[config.mk]
export PLATFORM = sky130hd
export DESIGN_NAME = countdown_timer
export DESIGN_NICKNAME = d
export VERILOG_FILES = /design/src/rtl/timer_pkg.sv /design/src/rtl/down_counter_N_bits.sv /design/src/rtl/countdown_timer.sv
export SDC_FILE = /design/constraint.sdc
export NUM_CORES = 1
export LEC_CHECK = 0
export ABC_CLOCK_PERIOD_IN_PS = 4300
export BUFFER_PORTS_ARGS = -buffer_cell sky130_fd_sc_hd__buf_2
export CAP_MARGIN = 5
export CORE_MARGIN = 10
export CORE_UTILIZATION = 56
export CTS_CLUSTER_DIAMETER = 100
export DETAILED_ROUTE_END_ITERATION = 16
export PLACE_DENSITY = 0.82
export SYNTH_ARGS = -nofsm -noshare
export SYNTH_HDL_FRONTEND = slang
export SYNTH_SLANG_ARGS = --single-unit
[constraint.sdc]
create_clock -name clk -period 4.3 [get_ports clk]
set_input_delay 0.215 -clock clk [delete_from_list [all_inputs] [get_ports clk]]
set_output_delay 0.215 -clock clk [all_outputs]
set_load 0.01 [all_outputs]
[src/rtl/timer_pkg.sv]
// rtl/timer_pkg.sv - shared state encoding for the countdown timer
package timer_pkg;

    localparam logic [1:0] ST_IDLE   = 2'd0;
    localparam logic [1:0] ST_RUN    = 2'd1;
    localparam logic [1:0] ST_PAUSED = 2'd2;
    localparam logic [1:0] ST_DONE   = 2'd3;

    typedef enum logic [1:0] {
        IDLE   = ST_IDLE,
        RUN    = ST_RUN,
        PAUSED = ST_PAUSED,
        DONE   = ST_DONE
    } timer_state_t;

endpackage

[src/rtl/down_counter_N_bits.sv]
// rtl/down_counter_N_bits.sv - N-bit loadable down counter with terminal-count compares
module down_counter_N_bits #(
    parameter int N = 8
) (
    input  logic         clk,
    input  logic         reset,
    input  logic         load_en,
    input  logic [N-1:0] load_data,
    input  logic         dec_en,
    output logic [N-1:0] count_q,
    output logic         is_one,
    output logic         is_zero
);

    localparam logic [N-1:0] ONE = N'(1);

    // The zero guard keeps the count from wrapping even if a decrement slips through at 0.
    always_ff @(posedge clk or posedge reset) begin
        if (reset) begin
            count_q <= '0;
        end else if (load_en) begin
            count_q <= load_data;
        end else if (dec_en && !is_zero) begin
            count_q <= count_q - ONE;
        end
    end

    assign is_one  = (count_q == ONE);
    assign is_zero = (count_q == '0);

endmodule

[src/rtl/countdown_timer.sv]
// rtl/countdown_timer.sv - tick-driven countdown timer with one-shot or periodic expiry
module countdown_timer
    import timer_pkg::*;
#(
    parameter int N           = 8,
    parameter int AUTO_RELOAD = 0
) (
    input  logic         clk,
    input  logic         reset,
    input  logic         tick,
    input  logic         load,
    input  logic [N-1:0] load_value,
    input  logic         start,
    input  logic         pause,
    output logic [N-1:0] count_q,
    output logic         running,
    output logic         expired,
    output logic         done
);

    timer_state_t state_q;
    timer_state_t state_d;

    logic [N-1:0] reload_q;
    logic         reload_we;
    logic         cnt_load;
    logic [N-1:0] cnt_data;
    logic         cnt_dec;
    logic         cnt_is_one;
    logic         cnt_is_zero;
    logic         done_d;

    down_counter_N_bits #(.N(N)) u_counter (
        .clk       (clk),
        .reset     (reset),
        .load_en   (cnt_load),
        .load_data (cnt_data),
        .dec_en    (cnt_dec),
        .count_q   (count_q),
        .is_one    (cnt_is_one),
        .is_zero   (cnt_is_zero)
    );

    always_ff @(posedge clk or posedge reset) begin
        if (reset) begin
            state_q <= IDLE;
            done    <= 1'b0;
        end else begin
            state_q <= state_d;
            done    <= done_d;
        end
    end

    always_ff @(posedge clk or posedge reset) begin
        if (reset) begin
            reload_q <= '0;
        end else if (reload_we) begin
            reload_q <= load_value;
        end
    end

    // Input priority is load > pause > start > tick; tick only counts once already in RUN.
    always_comb begin
        state_d = state_q;
        if (load) begin
            state_d = IDLE;
        end else begin
            case (state_q)
                IDLE: begin
                    if (start && !cnt_is_zero) state_d = RUN;
                end
                RUN: begin
                    if (pause) begin
                        state_d = PAUSED;
                    end else if (tick && cnt_is_one && (AUTO_RELOAD == 0)) begin
                        state_d = DONE;
                    end
                end
                PAUSED: begin
                    if (start) state_d = RUN;
                end
                DONE: begin
                    if (start && (reload_q != '0)) state_d = RUN;
                end
                default: state_d = IDLE;
            endcase
        end
    end

    always_comb begin
        reload_we = 1'b0;
        cnt_load  = 1'b0;
        cnt_data  = load_value;
        cnt_dec   = 1'b0;
        done_d    = 1'b0;
        if (load) begin
            reload_we = 1'b1;
            cnt_load  = 1'b1;
            cnt_data  = load_value;
        end else begin
            case (state_q)
                RUN: begin
                    if (!pause && tick) begin
                        if (cnt_is_one) begin
                            done_d = 1'b1;
                            if (AUTO_RELOAD != 0) begin
                                cnt_load = 1'b1;
                                cnt_data = reload_q;
                            end else begin
                                cnt_dec = 1'b1;
                            end
                        end else begin
                            cnt_dec = 1'b1;
                        end
                    end
                end
                DONE: begin
                    if (start) begin
                        cnt_load = 1'b1;
                        cnt_data = reload_q;
                    end
                end
                default: ;
            endcase
        end
    end

    assign running = (state_q == RUN);
    assign expired = (state_q == DONE);

endmodule

==> results.txt <==
Including well taps, the total number of placed cells is 154. The placed instances occupy a cell area of 1240 um^2. The clock net in this run drives a total of 19 sinks. The number of gates given a new drive strength after cts is 0, and the TritonCTS buffer count is 3.

Yosys instantiated no cell more often than dfrtp_1. The detailed-routing iteration count for the pre-antenna-repair pass came out at 4. The library cell occupying the most area in the post-synthesis netlist was dfrtp_1.

The number of synthesized register bits works out to 19. The combinational family with the most area after synthesis was compound AO/OA/AOI/OAI gates. The worst-skew pair later-pin latency is 0.30 ns. The highest achievable clock rate was 0.494 GHz. The die covers 4130 um^2. The count of H-tree levels built during CTS came out at 1. In this run the worst path has a maximum fanout of 16. The internal power of the cells totals 0.280 mW. In this run, synthesis inferred 0 flip-flops with an integrated enable.

The number of buffers inserted by port buffering is 24. The run gives 0 as the number of DRC violations after detailed routing. Wires add up to 2.53 mm. Power density over the cells: 323 nW/um^2. The number of distinct standard cells referenced by the synthesized netlist was 34; the global-route wire length before repair was 4.20 mm.

The multiplexer share of the synthesized area was 0.0752. Synthesized-area fraction occupied by ao, oa, aoi and oai cells: 0.206. At the end of the flow, the number of nets in the layout was 151. The critical path class was register to register. The starting density of the core is 0.610, and the mean cell area of the mapped netlist is 10.2 um^2. After routing, the total negative slack on setup checks comes to 0 ns. Synthesis produced a netlist whose cell count is 108.

Setup repair after global routing left no endpoint under its margin. The run gives 0.00366 ns as the final worst clock skew. The critical path goes through inv_1, nor2_1, a21oi_1, o21ai_0, a2bb2oi_1.

The simple-gate area share of the yosys netlist was 0.192. The initial antenna violation count was 0. The critical path buffer and inverter count came out at 1. Number of buffers between clock root and the deepest sink: 2. The DRC violation total after the first TritonRoute iteration is 31. For the core region area, the log shows 1800 um^2. The Yosys step of the flow raised 0 warnings. The via count normalized by instance count works out to 5.92. The worst setup path is captured at a register. Pin placement for this block handled 25 I/O pins. The tools report the pin count of the biggest net entering global routing as 22.

The remaining max-slew budget at the tightest pin is 0.230, and the total chip power is 0.408 mW. The post-synthesis sequential area ratio was 0.433; the minimum clock period after layout was 2.02 ns. The proportion of total power due to net switching is 0.313, and the required time reported for the critical path endpoint is 4.52 ns.

The share of the synthesized netlist area taken by xor and xnor gates is 0.0159. The tools report the part of the total power dissipated in the clock network as 0.221. The count of nets left with antenna violations once routing finished came out at 0. Arithmetic-cell share of the synthesized area counting full adders, half adders and majority gates: 0.0342. The tools report the number of max-slew violations in the final report as 0. The clock-pin slew on the worst setup and hold paths was 0.10 ns; the via total after detailed routing was 936. The number of global-route vias before repair came out at 912. The commonest register cell after synthesis was dfrtp_1. The final weighted congestion in routability-driven placement was 0.823. On the worst path, the slowest cell contributes a delay of 0.90 ns.

IR analysis of the VDD net gives a maximum drop of 0.264 mV. On the critical path, the stage with the largest delay is an instance of a21oi_1. Summed over all cells, the static leakage comes to 0.598 nW.

The layout has 144 filler cells. CTS root buffer: clkbuf_4. The sequential power share is 0.532, and the count of endpoints failing setup in the final report is 0. The logs give 1260 um^2 for the area of all placed cells without fillers and 0 for the number of max-capacitance violations reported. The aggregate global-route resource usage came out at 0.126. The hold violation total from the final report is 0, and the share of Yosys cell area claimed by the top area cell type is 0.433.

Counting every net in the synthesized netlist gives 125. The number of hold buffers added after CTS was 0. The run finished with clean final reports. The y dimension of the die was 64.3 um. In this run the power spent charging and discharging nets is 0.128 mW. Compared with the post-synthesis result, the final layout area differs by 14.9%. Yosys attributes the largest share of cell area to dfrtp_1, mux2_2, a22oi_1.

Path category of the worst min-delay check: primary input to asynchronous set/reset pin. STA classifies the critical path startpoint as a register. The width of the chip is 64.3 um. The logs give 1.90 mm for the post-DP HPWL and 158 for the non-filler instance count after layout.

The portion of the clock cycle consumed by the worst path in the final layout was 0.471; the final core utilization was 0.701. The relative contribution of combinational cells to total power came out at 0.247. At the pin with the least slew margin, the transition time is 1.16 ns. TritonCTS built the clock tree. Grouping stages by cell kind, the critical path spends the most delay in compound AO/OA/AOI/OAI gates. Detailed-route wire length per cell: 16.0 um. In the synthesized netlist, the cells that appear most often are dfrtp_1, inv_1, nor2_1, a21oi_1. The number of rows in the core area came out at 15.

The total setup buffers inserted after CTS was 0. The async set or reset register ratio after synthesis is 1.00, and the antenna diode instance count is 0. The critical path data arrival time was 2.25 ns. In this run the cell area of the synthesized design comes to 1100 um^2. The total overflow left after global routing is 0.

The layout cell share with drive strength beyond 1 is 0.308.
state kept, by name, summed over array words and instances (netlist names):
signal	flops
done	1
reload_q	8
state_q	2
u_counter.count_q	8
layout by cell type (no fill, tap or decap), types with 5 or more instances in the layout:
| cell type | instances |
|---|---|
| a21oi_1 | 7 |
| inv_1 | 9 |
| buf_2 | 24 |
| nor2_1 | 9 |
| dfrtp_1 | 19 |
| a22oi_1 | 5 |
| nand2_1 | 6 |
| mux2_2 | 6 |
layout make-up:
| type | count | area [um^2] | share of cell area |
|---|---|---|---|
| multi-input cells | 77 | 576 | 0.456 |
| flip-flops and latches | 19 | 475 | 0.377 |
| repair buffers | 24 | 120 | 0.0951 |
| inverters | 9 | 33.8 | 0.0268 |
| well taps | 25 | 31.3 | 0.0248 |
| clock buffers | 4 | 26.3 | 0.0208 |
logic make-up (layout without fill, tap and decap cells):
kind of cell / after synthesis / after routing
xor gates and xnor gates: 2 / 2
muxes: 7 / 7
buffers and inverters: 12 / 37
adders and majority gates: 3 / 3
DFF: 19 / 19
AOI/OAI and AO/OA: 32 / 32
and+or+nand+nor: 33 / 33
power by group through the flow:
| stage | registers (mW) | logic (mW) | clock network (mW) |
|---|---|---|---|
| floorplan | 0.220 | 0.0664 | 0 |
| global placement | 0.219 | 0.0980 | 0 |
| detailed placement | 0.220 | 0.101 | 0 |
| CTS | 0.216 | 0.102 | 0.0916 |
| global route | 0.220 | 0.113 | 0.101 |
| finish | 0.217 | 0.101 | 0.0902 |
worst reg2reg max path, stage by stage (launching register included):
cell and delay (ns):
dfrtp_1 0.43, inv_1 0.11, nor2_1 0.06, a21oi_1 0.90
o21ai_0 0.23, a2bb2oi_1 0.23
metrics by stage:
stage          setup WS, ns  hold WS, ns
2_1_floorplan          2.64        0.166
3_3_place_gp           2.41        0.346
3_5_place_dp           2.32        0.374
4_1_cts                2.30       0.0422
5_1_grt                2.06       0.0707
6_report               2.28       0.0140
metal layers:
layer / wire length, um / vias to the layer above / track usage / share of wire
met5: 0 / - / 0 / 0
met4: 51 / 0 / 0.0561 / 0.020
met3: 199 / 7 / 0.0470 / 0.079
met2: 1200 / 38 / 0.192 / 0.47
met1: 1090 / 440 / 0.153 / 0.43
li1: - / 451 / - / -
worst paths after layout:
check	slack, ns	cells after the start	start	end
max	2.28	5	state_q[1]	u_counter.count_q[5]
min	0.01	2	reset	u_counter.count_q[3]
max reg2reg	2.28	5	state_q[1]	u_counter.count_q[5]
min reg2reg	0.55	1	reload_q[6]	reload_q[6]
min in group clk	0.12	2	pause	state_q[0]
max in group asynchronous	3.83	2	reset	u_counter.count_q[1]
No activity file was read; power rests on OpenSTA's default activity.
